$ cat src/rtl/interrupt_ctrl.sv
// -----------------------------------------------------------------------------
// interrupt_ctrl
// Four-source prioritised interrupt controller for a small soft CPU.
// External sources are synchronised and rising-edge detected into PEND,
// qualified by MASK and the global enable, and presented to the control unit
// as a registered request with the index of the highest-priority source.
//
// Ports
//   CLK       in   1  system clock, all state on rising edge
//   RST       in   1  synchronous active-high reset
//   IRQ_IN    in   4  asynchronous interrupt sources, bit 0 highest priority
//   I_SET     in   1  global enable set (SEI / RETIE)
//   I_CLR     in   1  global enable clear (CLI)
//   INT_ACK   in   1  one-cycle acknowledge on entering the interrupt cycle
//   IO_STRB   in   1  output-port write strobe
//   PORT_ID   in   8  port address (0x20 = MASK, 0x21 = PEND write-1-to-clear)
//   OUT_PORT  in   8  port write data
//   INTERRUPT out  1  registered interrupt request
//   INT_ID    out  2  index of source requested or being serviced
//   STATUS    out  8  {MASK, PEND}
//   I_EN      out  1  global interrupt enable flag
// -----------------------------------------------------------------------------
module interrupt_ctrl (
  input  logic       CLK,
  input  logic       RST,
  input  logic [3:0] IRQ_IN,
  input  logic       I_SET,
  input  logic       I_CLR,
  input  logic       INT_ACK,
  input  logic       IO_STRB,
  input  logic [7:0] PORT_ID,
  input  logic [7:0] OUT_PORT,
  output logic       INTERRUPT,
  output logic [1:0] INT_ID,
  output logic [7:0] STATUS,
  output logic       I_EN
);

  localparam logic [7:0] PORT_MASK = 8'h20;
  localparam logic [7:0] PORT_W1C  = 8'h21;

  typedef enum logic [1:0] {
    ST_IDLE    = 2'd0,
    ST_REQ     = 2'd1,
    ST_SERVICE = 2'd2
  } state_e;

  // Lowest set index wins; an all-zero vector is never consumed by callers.
  function automatic logic [1:0] lowest_idx(input logic [3:0] v);
    logic [1:0] idx;
    if (v[0]) begin
      idx = 2'd0;
    end else if (v[1]) begin
      idx = 2'd1;
    end else if (v[2]) begin
      idx = 2'd2;
    end else begin
      idx = 2'd3;
    end
    return idx;
  endfunction

  logic [3:0] sync1_q, sync2_q, prev_q;
  logic [3:0] pend_q, pend_d;
  logic [3:0] mask_q, mask_d;
  logic       ien_q, ien_d;
  logic       int_q, int_d;
  logic [1:0] int_id_q, int_id_d;
  state_e     state_q, state_d;

  logic [3:0] edge_s;
  logic [3:0] elig_s;
  logic [1:0] sel_s;
  logic [3:0] w1c_s;
  logic [3:0] ack_clr_s;

  // A level that was already high before the synchroniser saw it low is not an edge.
  assign edge_s = sync2_q & ~prev_q;
  assign elig_s = pend_q & mask_q;
  assign sel_s  = lowest_idx(elig_s);
  assign w1c_s  = (IO_STRB && (PORT_ID == PORT_W1C)) ? OUT_PORT[3:0] : 4'b0000;

  // Request state machine: next state, request flag and serviced index.
  always_comb begin
    state_d   = state_q;
    int_d     = int_q;
    int_id_d  = int_id_q;
    ack_clr_s = 4'b0000;
    case (state_q)
      ST_IDLE: begin
        // An acknowledge seen here only drops the global enable.
        if (ien_q && (elig_s != 4'b0000) && !INT_ACK) begin
          state_d  = ST_REQ;
          int_d    = 1'b1;
          int_id_d = sel_s;
        end else begin
          state_d  = ST_IDLE;
        end
      end
      ST_REQ: begin
        if (INT_ACK) begin
          state_d   = ST_SERVICE;
          int_d     = 1'b0;
          ack_clr_s = 4'b0001 << int_id_q;
        end else if (I_CLR || (elig_s == 4'b0000)) begin
          state_d = ST_IDLE;
          int_d   = 1'b0;
        end else begin
          // Follow the selector so a newer higher-priority source pre-empts.
          int_id_d = sel_s;
        end
      end
      ST_SERVICE: begin
        int_d = 1'b0;
        if (I_SET) begin
          state_d = ST_IDLE;
        end else begin
          state_d = ST_SERVICE;
        end
      end
      default: begin
        state_d = ST_IDLE;
        int_d   = 1'b0;
      end
    endcase
  end

  // Pending, mask and enable next-state; new edges override any clear.
  always_comb begin
    pend_d = (pend_q & ~(w1c_s | ack_clr_s)) | edge_s;
    if (IO_STRB && (PORT_ID == PORT_MASK)) begin
      mask_d = OUT_PORT[3:0];
    end else begin
      mask_d = mask_q;
    end
    if (I_CLR || INT_ACK) begin
      ien_d = 1'b0;
    end else if (I_SET) begin
      ien_d = 1'b1;
    end else begin
      ien_d = ien_q;
    end
  end

  // State registers with synchronous reset.
  always_ff @(posedge CLK) begin
    if (RST) begin
      sync1_q  <= 4'b0000;
      sync2_q  <= 4'b0000;
      prev_q   <= 4'b0000;
      pend_q   <= 4'b0000;
      mask_q   <= 4'b0000;
      ien_q    <= 1'b0;
      int_q    <= 1'b0;
      int_id_q <= 2'd0;
      state_q  <= ST_IDLE;
    end else begin
      sync1_q  <= IRQ_IN;
      sync2_q  <= sync1_q;
      prev_q   <= sync2_q;
      pend_q   <= pend_d;
      mask_q   <= mask_d;
      ien_q    <= ien_d;
      int_q    <= int_d;
      int_id_q <= int_id_d;
      state_q  <= state_d;
    end
  end

  assign INTERRUPT = int_q;
  assign INT_ID    = int_id_q;
  assign STATUS    = {mask_q, pend_q};
  assign I_EN      = ien_q;

endmodule

$ cat config.mk
export PLATFORM = sky130hd
export DESIGN_NAME = interrupt_ctrl
export DESIGN_NICKNAME = d
export VERILOG_FILES = /design/src/rtl/interrupt_ctrl.sv
export SDC_FILE = /design/constraint.sdc
export NUM_CORES = 1
export LEC_CHECK = 0
export BUFFER_PORTS_ARGS = -buffer_cell sky130_fd_sc_hd__buf_2
export CAP_MARGIN = 20
export CORE_ASPECT_RATIO = 0.75
export CORE_MARGIN = 2
export CORE_UTILIZATION = 46
export DETAILED_ROUTE_END_ITERATION = 16
export HOLD_SLACK_MARGIN = 0.15
export PLACE_DENSITY = 0.76
export SETUP_SLACK_MARGIN = 0.3
export SYNTH_ARGS = -nofsm -noshare
export SYNTH_HDL_FRONTEND = slang
export SYNTH_SLANG_ARGS = --single-unit
$ cat constraint.sdc
create_clock -name CLK -period 2.06 [get_ports CLK]
set_clock_uncertainty 0.15 [all_clocks]
set_input_delay 0 -clock CLK [delete_from_list [all_inputs] [get_ports CLK]]
set_output_delay 0 -clock CLK [all_outputs]
set_load 0.01 [all_outputs]
# [Yosys cells after proc, flatten, opt, wreduce, memory -nomap -nowiden]
# Index checks and enable logic that the tools add are counted.
# Widths: inputs -> output; s select.
[totals] ff_bits=26 latch_bits=0 ram_bits=0 mem_bits_ro=0 in_bits=26 output_inout_bits=12 word_cells=58 n_memories=0
[op_classes] addsub=0 multipliers=0 div_mod_pow=0 magnitude_cmp=0 n_eq_ne=8 n_shift=1 n_mux=19 n_bitwise=7 n_reduce_logical=14
[op_table] op="$eq 8x6->1 const B" count=2
[op_table] op="$mux 2" count=8
[op_table] op="$and 4x4->4" count=3
[op_table] op="$mux 4" count=3
[op_table] op="$not 4->4" count=2
[op_table] op="$or 4x4->4" count=2
[op_table] op="$ne 2x2->1 const B" count=3
[op_table] op="$pmux 2 s3" count=1
[op_table] op="$mux 1" count=5
[op_table] op="$logic_and 1x1->1" count=4
[op_table] op="$logic_not 4->1" count=1
[op_table] op="$pmux 2 s2" count=1
[op_table] op="$reduce_and 4->1" count=1
[op_table] op="$reduce_bool 4->1" count=1
[op_table] op="$shl 1x2->4 const A" count=1
[op_table] op="$ne 3x3->1 const B" count=1
[op_table] op="$eq 2x1->1 const B" count=1
[op_table] op="$eq 2x2->1 const B" count=1
[op_table] op="$logic_not 2->1" count=1
[op_table] op="$logic_or 1x1->1" count=2
[op_table] op="$pmux 1 s2" count=1
[op_table] op="$reduce_and 2->1" count=1
[op_table] op="$reduce_bool 2->1" count=1
[op_table] op="$reduce_or 2->1" count=1
[op_table] op="$logic_not 1->1" count=1

# [Logic depth before layout (Yosys ltp)]
# Gate-level depths: netlist (run 1).
[depth] depth_word=7 ltp_mapped=4 depth_no_buf=4

# [Least setup slack after synthesis (run 1)]
# OpenSTA, ideal clock, no wires.
[synth_path] path_kind="register -> register" startpoint="register pend_q[1]" endpoint="register int_q (netlist: INTERRUPT)" arrival_ns=1.245 required_ns=1.796 path_slack_ns=0.550 stages_incl_launch_ff=5 cell_sequence="dfxtp_1 > a22oi_1 > a21oi_1 > nand2b_1 > a2111oi_0"
[synth_between] elab_chain_len=6 word_cells_on_any_way=9 classes_between="eq/ne: 2; bitwise: 1; reduce/logical: 6"
[synth_rtl] element="start: declaration" line_no="64" source="logic [3:0] pend_q, pend_d;"
[synth_rtl] element="start signal: assignment" line_no="161" source="pend_q <= pend_d;"
[synth_rtl] element="$and 4x4->4 *" line_no="79" source="assign elig_s = pend_q & mask_q;"
[synth_rtl] element="$reduce_bool 4->1" line_no="92" source="if (ien_q && (elig_s != 4'b0000) && !INT_ACK) begin"
[synth_rtl] element="$logic_and 1x1->1 (2 in series)" line_no="92"
[synth_rtl] element="$ne 2x2->1 (no line)"
[synth_rtl] element="$reduce_and 2->1 (no line) *"
[synth_rtl] element="end signal: assignment" line_no="164" source="int_q <= int_d;"
[synth_rtl] element="end: declaration" line_no="67" source="logic int_q, int_d;"
# Every way passes the cells marked *; elsewhere a longest branch is shown, timed or not.
# A chain may end at the register's enable or synchronous reset.

# [Final worst setup path (run 1)]
[layout_path] startpoint="register state_q[0]" endpoint="register int_id_q[1] (netlist: INT_ID[1])"
[layout_between] elab_chain_len=3 word_cells_on_any_way=8 classes_between="eq/ne: 4; mux: 1; reduce/logical: 3"
[layout_rtl] element="start: declaration" line_no="69" source="state_e state_q, state_d;"
[layout_rtl] element="start signal: assignment" line_no="166" source="state_q <= state_d;"
[layout_rtl] element="$eq 2x1->1 or $logic_not 2->1 (tied branches)" line_no="89" source="case (state_q)"
[layout_rtl] element="$ne 2x2->1 (no line) or $reduce_bool 2->1 (tied branches)"
[layout_rtl] element="$reduce_and 4->1 (no line)"
[layout_rtl] element="end signal: assignment" line_no="165" source="int_id_q <= int_id_d;"
[layout_rtl] element="end: declaration" line_no="68" source="logic [1:0] int_id_q, int_id_d;"
# Parallel ways exist; a longest one is shown, timed or not.

==> flow_summary.ini, run 1 <==
[sta]
period_share_pct = 84.4
period_needed_ps = 1740
grt_setup_unrepaired = yes
slew_violations = 0
setup_tns_ps = 0
relSlewSlack_pct = 57.2
finalHoldViolCount = 0
finalSetupViolations = 0
max_freq_ghz = 0.575
tightest_slew_ps = 637

[yosys]
ys_ff_latch = 26
synth_cells = 98
synth_area_per_cell_sq_um = 10.0
async_flop_share_pct = 0
synth_cell_types = 27
syn_area_sq_um = 981
ys_seq_area_share_pct = 53.1
ys_warn_count = 0
synth_flop_cell = dfxtp_1
syn_nets = 124
synth_edf_count = 0

[detailed_routing]
wl_per_cell_microns = 13.6
drtIter0Drc = 62
drc = 0
viasPerCell = 5.40
drtAntennaViolNets = 0
vias = 962
dr.pass1.iters = 4
wl_microns = 2420

[setup_path]
critPathRequiredTime_ps = 2150
r2r-start = state_q[0]
start_kind = register
worstPathArrival_ps = 1830
r2r_cells = 4
critPathCaptureType = register
cp_common_cell = a211oi_1
slowest_delay_ps = 550
path_max_fanout = 6
worstSetupPathType = reg -> reg
rrSetupSlack_ps = 320
path_cells = nor2_1, a211oi_1, a211oi_1, a41o_1
rr_endpoint = INT_ID[1]
slowest_stage = a211oi_1
path_buf_inv = 0
crit_cells = 4
cp_top_family = compound AO/OA/AOI/OAI gates

[clock_network]
tritoncts = built
path_clk_slew_ps = 140
numCtsBuffers = 3
clockRootBuffer = clkbuf_4
cts_sinks = 26
htreeDepth = 1
clockBufferDepth = 2
clk_latency_ps = 330

[final_layout]
num-fill-cells = 145
antenna_cells = 0
drive_above_1_share_pct = 27.9
final_cells = 178
syn2layout_area_growth_pct = 46.6
nets = 181
final_cell_mix = buf_2, dfxtp_1, dlygate4sd3_1, nor2b_1, nor2_1
final_common_cell = buf_2

[die]
die_area_sq_um = 2520
coreArea_sq_um = 2010
io_pins = 38
row_count = 14
fp.dieW_microns = 57.3
fp.dieH_microns = 44.0
initial_core_util_pct = 48.7

[power_and_ir_drop]
worst_ir_drop_vdd_mv = 0.768
pwr_density_cell_nw_per_um2 = 672
p_leak_nw = 0.631

[placed_design]
port_buffers = 33
gp_congestion = 0.926
placed_cells = 153
hpwlAfterDp_microns = 1470

[grt]
grt_overflow = 0
grt_pass1_wl_microns = 3740
grt_pass1_vias = 869
antenna_found_initial = 0
grtUsageTotal_pct = 20.2
grt_max_degree = 25

[flow_run]
drv_cap = 0

[run_status]
status = complete, no violations

[worst_hold_path]
whs_path_depth = 5
holdCritStartpoint = PORT_ID[7]
hp-class = in -> reg
holdPathEnd = mask_q[1]
tightest hold or removal path, cell delays in order:
cell	delay [ps]
buf_2	80
or4b_4	130
nor4_4	60
mux2i_1	120
nor2_1	80
synth_stat cells (3+ instances only):
master,n,area (sq um)
nor2b_1,14,87.6
mux2i_1,4,40.0
nand3_1,6,30.0
nand2_1,3,11.3
inv_1,7,26.3
a41o_1,3,30.0
dfxtp_1,26,521
nor2_1,9,33.8
through the flow:
| step | area (sq um) | power, mW | worst slack [ps] | hold WS [ps] | util [%] |
|---|---|---|---|---|---|
| after detailed placement | 1170 | 0.596 | 329 | 57.1 | 58.0 |
| final | 1440 | 0.966 | 321 | 19.6 | 71.4 |
| after floorplan | 981 | 0.563 | 550 | -71.9 | - |
| after global placement | 1170 | 0.594 | 339 | 51.5 | 58.0 |
| after global routing | 1440 | 1.01 | 216 | 27.6 | 71.4 |
| after CTS | 1410 | 0.973 | 381 | -13.6 | 70.1 |
worst max-delay path by stage:
stage               startpoint   endpoint
finish              state_q[0]  INT_ID[1]
global route        state_q[0]  INT_ID[1]
CTS                  mask_q[0]  INTERRUPT
detailed placement  PORT_ID[1]  pend_q[1]
global placement    PORT_ID[1]  pend_q[3]
floorplan            pend_q[1]  INTERRUPT
metal layers:
metal | part of all wire [%] | up-vias | routed length, microns | global-route usage, %
li1 | - | 461 | - | -
met1 | 39 | 436 | 945 | 22.3
met3 | 6.8 | 13 | 164 | 5.67
met2 | 51 | 52 | 1230 | 36.1
met4 | 3.3 | 0 | 81 | 9.77
met5 | 0 | - | 0 | 0
layout make-up:
type	count	area [sq um]	share of cell area [%]
well taps	24	30.0	2.09
flip-flops and latches	26	520	36.2
repair buffers	54	375	26.1
inverters	7	26.3	1.83
clock buffers	3	22.5	1.57
clock inverters	1	30.0	2.09
multi-input cells	63	433	30.1
cell families (layout without fill, tap and decap cells):
group | after synthesis | in the layout | synth area share [%]
simple gates | 42 | 42 | 25.4
flops | 26 | 26 | 53.1
compound gates | 17 | 17 | 14.0
buf+inv | 9 | 65 | 3.44
mux | 4 | 4 | 4.08
state kept, by name (all words and copies together) (netlist names):
name and flops:
state_q 2, INTERRUPT 1, I_EN 1, sync1_q 4
INT_ID 2, mask_q 4, pend_q 4, sync2_q 4
prev_q 4
repair_timing:
action / in CTS / in global routing
hold endpoints to repair: 26 / 8
resized for setup: 0 / 2
hold buffers: 19 / 2
setup buffers: 0 / 0
setup endpoints to repair: 0 / 2
report_power, final:
part | switching [mW] | internal, mW
sequential | 0.00676 | 0.517
clock | 0.152 | 0.197
combinational | 0.0375 | 0.0552
total | 0.197 | 0.770
Note: power is estimated with default switching activity, not from simulation.
==> run 2, diff against run 1 <==
--- a/config.mk
+++ b/config.mk
@@ -9,10 +9,10 @@
 export CAP_MARGIN = 20
 export CORE_ASPECT_RATIO = 0.75
 export CORE_MARGIN = 2
-export CORE_UTILIZATION = 46
+export CORE_UTILIZATION = 42
 export DETAILED_ROUTE_END_ITERATION = 16
 export HOLD_SLACK_MARGIN = 0.15
-export PLACE_DENSITY = 0.76
+export PLACE_DENSITY = 0.73
 export SETUP_SLACK_MARGIN = 0.3
 export SYNTH_ARGS = -nofsm -noshare
 export SYNTH_HDL_FRONTEND = slang
==> constraint.sdc (replaced) <==
create_clock -name CLK -period 1.4 [get_ports CLK]
set_clock_uncertainty 0.15 [all_clocks]
set_input_delay 0 -clock CLK [delete_from_list [all_inputs] [get_ports CLK]]
set_output_delay 0 -clock CLK [all_outputs]
set_load 0.01 [all_outputs]
==> run 2 against run 1 <==
Net effect: the flow now finishes with violations (negative hold slack); setup slack worse by 310 ps; register-to-register slack got worse by 310 ps; final cell count rose by 3.4%; largest cell class unchanged; largest power group unchanged.
==> flow_summary.ini, run 2 (synthesis gave the netlist of run 1 again) <==
[power_and_ir_drop]
internal_power_mw = 1.14
pwr-share-comb_pct = 11.2
pwr-share-seq_pct = 53.1
worst_ir_drop_vdd_mv = 0.630
swShare_pct = 21.2
p_leak_nw = 0.708
clockPowerShare_pct = 35.7
pwr_density_cell_nw_per_um2 = 871
switchingPower_mw = 0.308

[die]
io_pins = 38
die_area_sq_um = 2740
coreArea_sq_um = 2250
fp.dieW_microns = 59.8
fp.dieH_microns = 45.9
row_count = 15
initial_core_util_pct = 43.6

[worst_hold_path]
whs_path_depth = 2
hp-class = in -> reg

[sta]
max_freq_ghz = 0.719
finalSetupViolations = 0
period_needed_ps = 1390
finalHoldViolCount = 15
relSlewSlack_pct = 77.1
slew_violations = 0
grt_setup_unrepaired = yes
period_share_pct = 99.4
tightest_slew_ps = 344
worst_hold_slack_ps = -104

[setup_path]
worstPathArrival_ps = 1520
critPathRequiredTime_ps = 1530
start_kind = register
path_max_fanout = 5
worstSetupPathType = reg -> reg
r2r_cells = 4
critPathCaptureType = register

[run_status]
status = finished with violations
failed_checks = negative hold slack

[detailed_routing]
drtAntennaViolNets = 0
drtIter0Drc = 84
wl_per_cell_microns = 16.3
drc = 0
wl_microns = 3000
viasPerCell = 5.38
vias = 990
dr.pass1.iters = 4

[final_layout]
drive_above_1_share_pct = 53.5
nets = 186
antenna_cells = 0
final_common_cell = buf_2
stdcell_area_sq_um = 1670
syn2layout_area_growth_pct = 70.0
final_cell_mix = buf_2, buf_6, nor2b_1, dfxtp_1, dfxtp_2
final_cells = 184

[clock_network]
cts_sinks = 26
numCtsBuffers = 3
clockBufferDepth = 2
tritoncts = built
clockRootBuffer = clkbuf_4
clk_latency_ps = 330
path_clk_slew_ps = 140
htreeDepth = 1

[grt]
grt_pass1_wl_microns = 3860
antenna_found_initial = 0
grt_pass1_vias = 859
grt_overflow = 0
grtUsageTotal_pct = 19.4
grt_max_degree = 18

[flow_run]
drv_cap = 0

[placed_design]
place_area_sq_um = 1260
gp_congestion = 0.746
hpwlAfterDp_microns = 1610
placed_cells = 163
port_buffers = 33
==> run 2: cell count changes in the layout (fill, tap and decap cells not counted), moves of 4 or more <==
cell / before / now
buf_6: 0 / 21
dfxtp_1: 26 / 13
dfxtp_2: 0 / 12
buf_2: 33 / 23
dlygate4sd3_1: 21 / 11
buf_4: 0 / 4
==> run 2: repair_timing <==
item	4_1_cts	5_1_grt
setup endpoints to repair	14	23
endpoints found under the hold margin	26	26
buffers inserted	5	1
hold buffers	11	1
gates resized for setup	21	30
pin swaps	16	8
==> run 2: power by group through the flow <==
| stage | clock network [mW] | logic (mW) | registers (mW) |
|---|---|---|---|
| after floorplan | 0 | 0.0397 | 0.791 |
| after global placement | 0 | 0.101 | 0.787 |
| after detailed placement | 0 | 0.104 | 0.787 |
| after CTS | 0.520 | 0.141 | 0.768 |
| after global routing | 0.556 | 0.173 | 0.773 |
| final | 0.518 | 0.163 | 0.771 |
==> run 2: critical path, cell delays in order, from the launching register on <==
cell and delay [ps]:
dfxtp_2 360, a22oi_2 260, a21oi_4 120, a211oi_1 310, a41o_1 150
==> run 2: area by class of cell <==
type	instances	area, sq um
Clock inverter	1	30.0
Clock buffer	3	22.5
Timing Repair Buffer	59	492
Multi-Input combinational cell	63	527
Sequential cell	26	539
Inverter	7	26.3
Fill cell	139	584
Tap cell	25	31.3
==> run 2: final timing paths <==
check                                 from  slack (ps)    endpoint
worst max-delay path             mask_q[1]           9   INT_ID[1]
worst min register to register  sync1_q[2]         300  sync2_q[2]
worst min-delay path                   RST        -100  sync1_q[0]
worst max register to register   mask_q[1]           9   INT_ID[1]
==> run 2: per-layer routing <==
metal | GRT usage (%) | share of wire, %
met3 | 5.40 | 7.2
met5 | 0 | 0
met4 | 4.00 | 3.4
met1 | 26.0 | 42
met2 | 31.5 | 47
==> run 2: through the flow <==
stage / total power, mW / hold slack [ps] / setup TNS, ps / worst slack, ps / util [%]
floorplan: 0.830 / -71.9 / -332 / -80.1 / -
global placement: 0.888 / 58.4 / -1220 / -173 / 55.9
detailed placement: 0.891 / 66.9 / -1560 / -232 / 55.9
CTS: 1.43 / -111 / 0 / 54.6 / 68.2
global route: 1.50 / -104 / -79.2 / -48.7 / 74.1
finish: 1.45 / -104 / 0 / 8.70 / 74.1
==> run 3, diff against run 2 <==
--- a/config.mk
+++ b/config.mk
@@ -11,7 +11,7 @@
 export CORE_MARGIN = 2
 export CORE_UTILIZATION = 42
 export DETAILED_ROUTE_END_ITERATION = 16
-export HOLD_SLACK_MARGIN = 0.15
+export HOLD_SLACK_MARGIN = 0.1
 export PLACE_DENSITY = 0.73
 export SETUP_SLACK_MARGIN = 0.3
 export SYNTH_ARGS = -nofsm -noshare
==> constraint.sdc (replaced) <==
create_clock -name CLK -period 1.4 [get_ports CLK]
set_clock_uncertainty 0.15 [all_clocks]
set_input_delay 0.42 -clock CLK [delete_from_list [all_inputs] [get_ports CLK]]
set_output_delay 0.42 -clock CLK [all_outputs]
set_load 0.01 [all_outputs]
==> run 3 against run 2 <==
Net effect: the run ends with negative setup slack left; setup slack lost 210 ps; non-clock buffer count shrank 2; final cell count shrank 1.1%; cell area shrank 5.2%; clock power is essentially flat; critical path depth grew 2; core utilization shrank 3.8 points; global-route usage shrank 0.45 points; maximum frequency shrank 13%.
==> flow_summary.ini, run 3 (synthesis gave the netlist of run 1 again) <==
[run_status]
status = finished with violations
failed_checks = negative setup slack

[placed_design]
gp_congestion = 0.751
port_buffers = 33
place_area_sq_um = 1280
hpwlAfterDp_microns = 1710

[grt]
grt_pass1_wl_microns = 3680
antenna_found_initial = 0
grt_pass1_vias = 835
grt_overflow = 0
grt_max_degree = 17
grtUsageTotal_pct = 19.0

[setup_path]
worstSetupPathType = in -> reg
path_buf_inv = 2
critPathRequiredTime_ps = 1470
path_max_fanout = 4
slowest_stage = or4b_4
slowest_delay_ps = 570
critPathCaptureType = register
crit_path_start = PORT_ID[4]
r2r-start = mask_q[1]
start_kind = input port
cp_top_family = simple AND/OR/NAND/NOR gates
path_cells = buf_6, or4b_4, nor4_4, buf_4, mux2i_1, nor2_1
worstPathArrival_ps = 1680

[die]
die_area_sq_um = 2740
io_pins = 38
fp.dieW_microns = 59.8
initial_core_util_pct = 43.6
fp.dieH_microns = 45.9
coreArea_sq_um = 2250
row_count = 15

[clock_network]
path_clk_slew_ps = 150
tritoncts = built
clk_latency_ps = 330
cts_sinks = 26
htreeDepth = 1
clockBufferDepth = 2
numCtsBuffers = 3
clockRootBuffer = clkbuf_4

[worst_hold_path]
holdCritStartpoint = I_CLR
hp-class = in -> reg

[detailed_routing]
drtAntennaViolNets = 0
wl_per_cell_microns = 15.4
drtIter0Drc = 61
viasPerCell = 5.32
vias = 969
dr.pass1.iters = 5
wl_microns = 2800
drc = 0

[power_and_ir_drop]
p_leak_nw = 0.700
finalPower_mw = 1.42
pwr_density_cell_nw_per_um2 = 898
worst_ir_drop_vdd_mv = 0.582

[sta]
slew_violations = 0
period_share_pct = 115
tightest_slew_ps = 348
period_needed_ps = 1610
max_freq_ghz = 0.623
grt_setup_unrepaired = yes
finalSetupViolations = 18
finalHoldViolCount = 0
fin_ws_ps = -206
relSlewSlack_pct = 76.7
setup_tns_ps = -1850

[final_layout]
nets = 184
final_cell_mix = buf_2, buf_6, buf_4, nor2b_1, dfxtp_1
final_common_cell = buf_2
syn2layout_area_growth_pct = 61.2
num-fill-cells = 172
antenna_cells = 0
stdcell_area_sq_um = 1580
drive_above_1_share_pct = 56.1

[flow_run]
drv_cap = 0
-- run 3: metrics by stage --
step                std cells  setup slack, ps  hold slack, ps  utilization [%]
global placement          166             -607             267             56.9
global route              182             -232             125             70.2
CTS                       178             -280             122             67.2
detailed placement        166             -654             282             56.9
finish                    182             -206             132             70.2
floorplan                  98             -500             264                -
-- run 3: layout make-up --
class | count | area [sq um] | area share (%)
repair buffers | 57 | 443 | 28.0
multi-input cells | 63 | 487 | 30.8
inverters | 7 | 26.3 | 1.66
clock inverters | 1 | 30.0 | 1.90
well taps | 25 | 31.3 | 1.98
clock buffers | 3 | 22.5 | 1.42
flip-flops and latches | 26 | 542 | 34.3
-- run 3: path summary, 6_finish.rpt --
| check | to | slack (ps) | cells after the start |
|---|---|---|---|
| max | mask_q[3] | -210 | 6 |
| min | I_EN | 130 | 2 |
| max reg2reg | INT_ID[0] | -50 | 6 |
| min reg2reg | prev_q[0] | 310 | 1 |
-- run 3: metal layers --
layer	global-route usage (%)	up-vias	part of all wire, %
li1	-	467	-
met1	23.0	447	42
met2	33.3	51	51
met3	5.11	4	5.9
met4	5.33	0	0.68
met5	0	-	0
-- run 3: repair_timing --
action,4_1_cts,5_1_grt
hold buffers,0,0
cloned,0,0
setup endpoints to repair,25,25
pin swaps,5,19
endpoints found under the hold margin,0,0
resized for setup,33,8
setup buffers,8,4
-- run 3: report_power, final --
group	total, mW	leakage [nW]	internal [mW]	switching [mW]
clock network	0.516	0.0279	0.289	0.227
registers	0.771	0.219	0.760	0.0114
logic	0.133	0.453	0.0726	0.0609
total	1.42	0.700	1.12	0.299
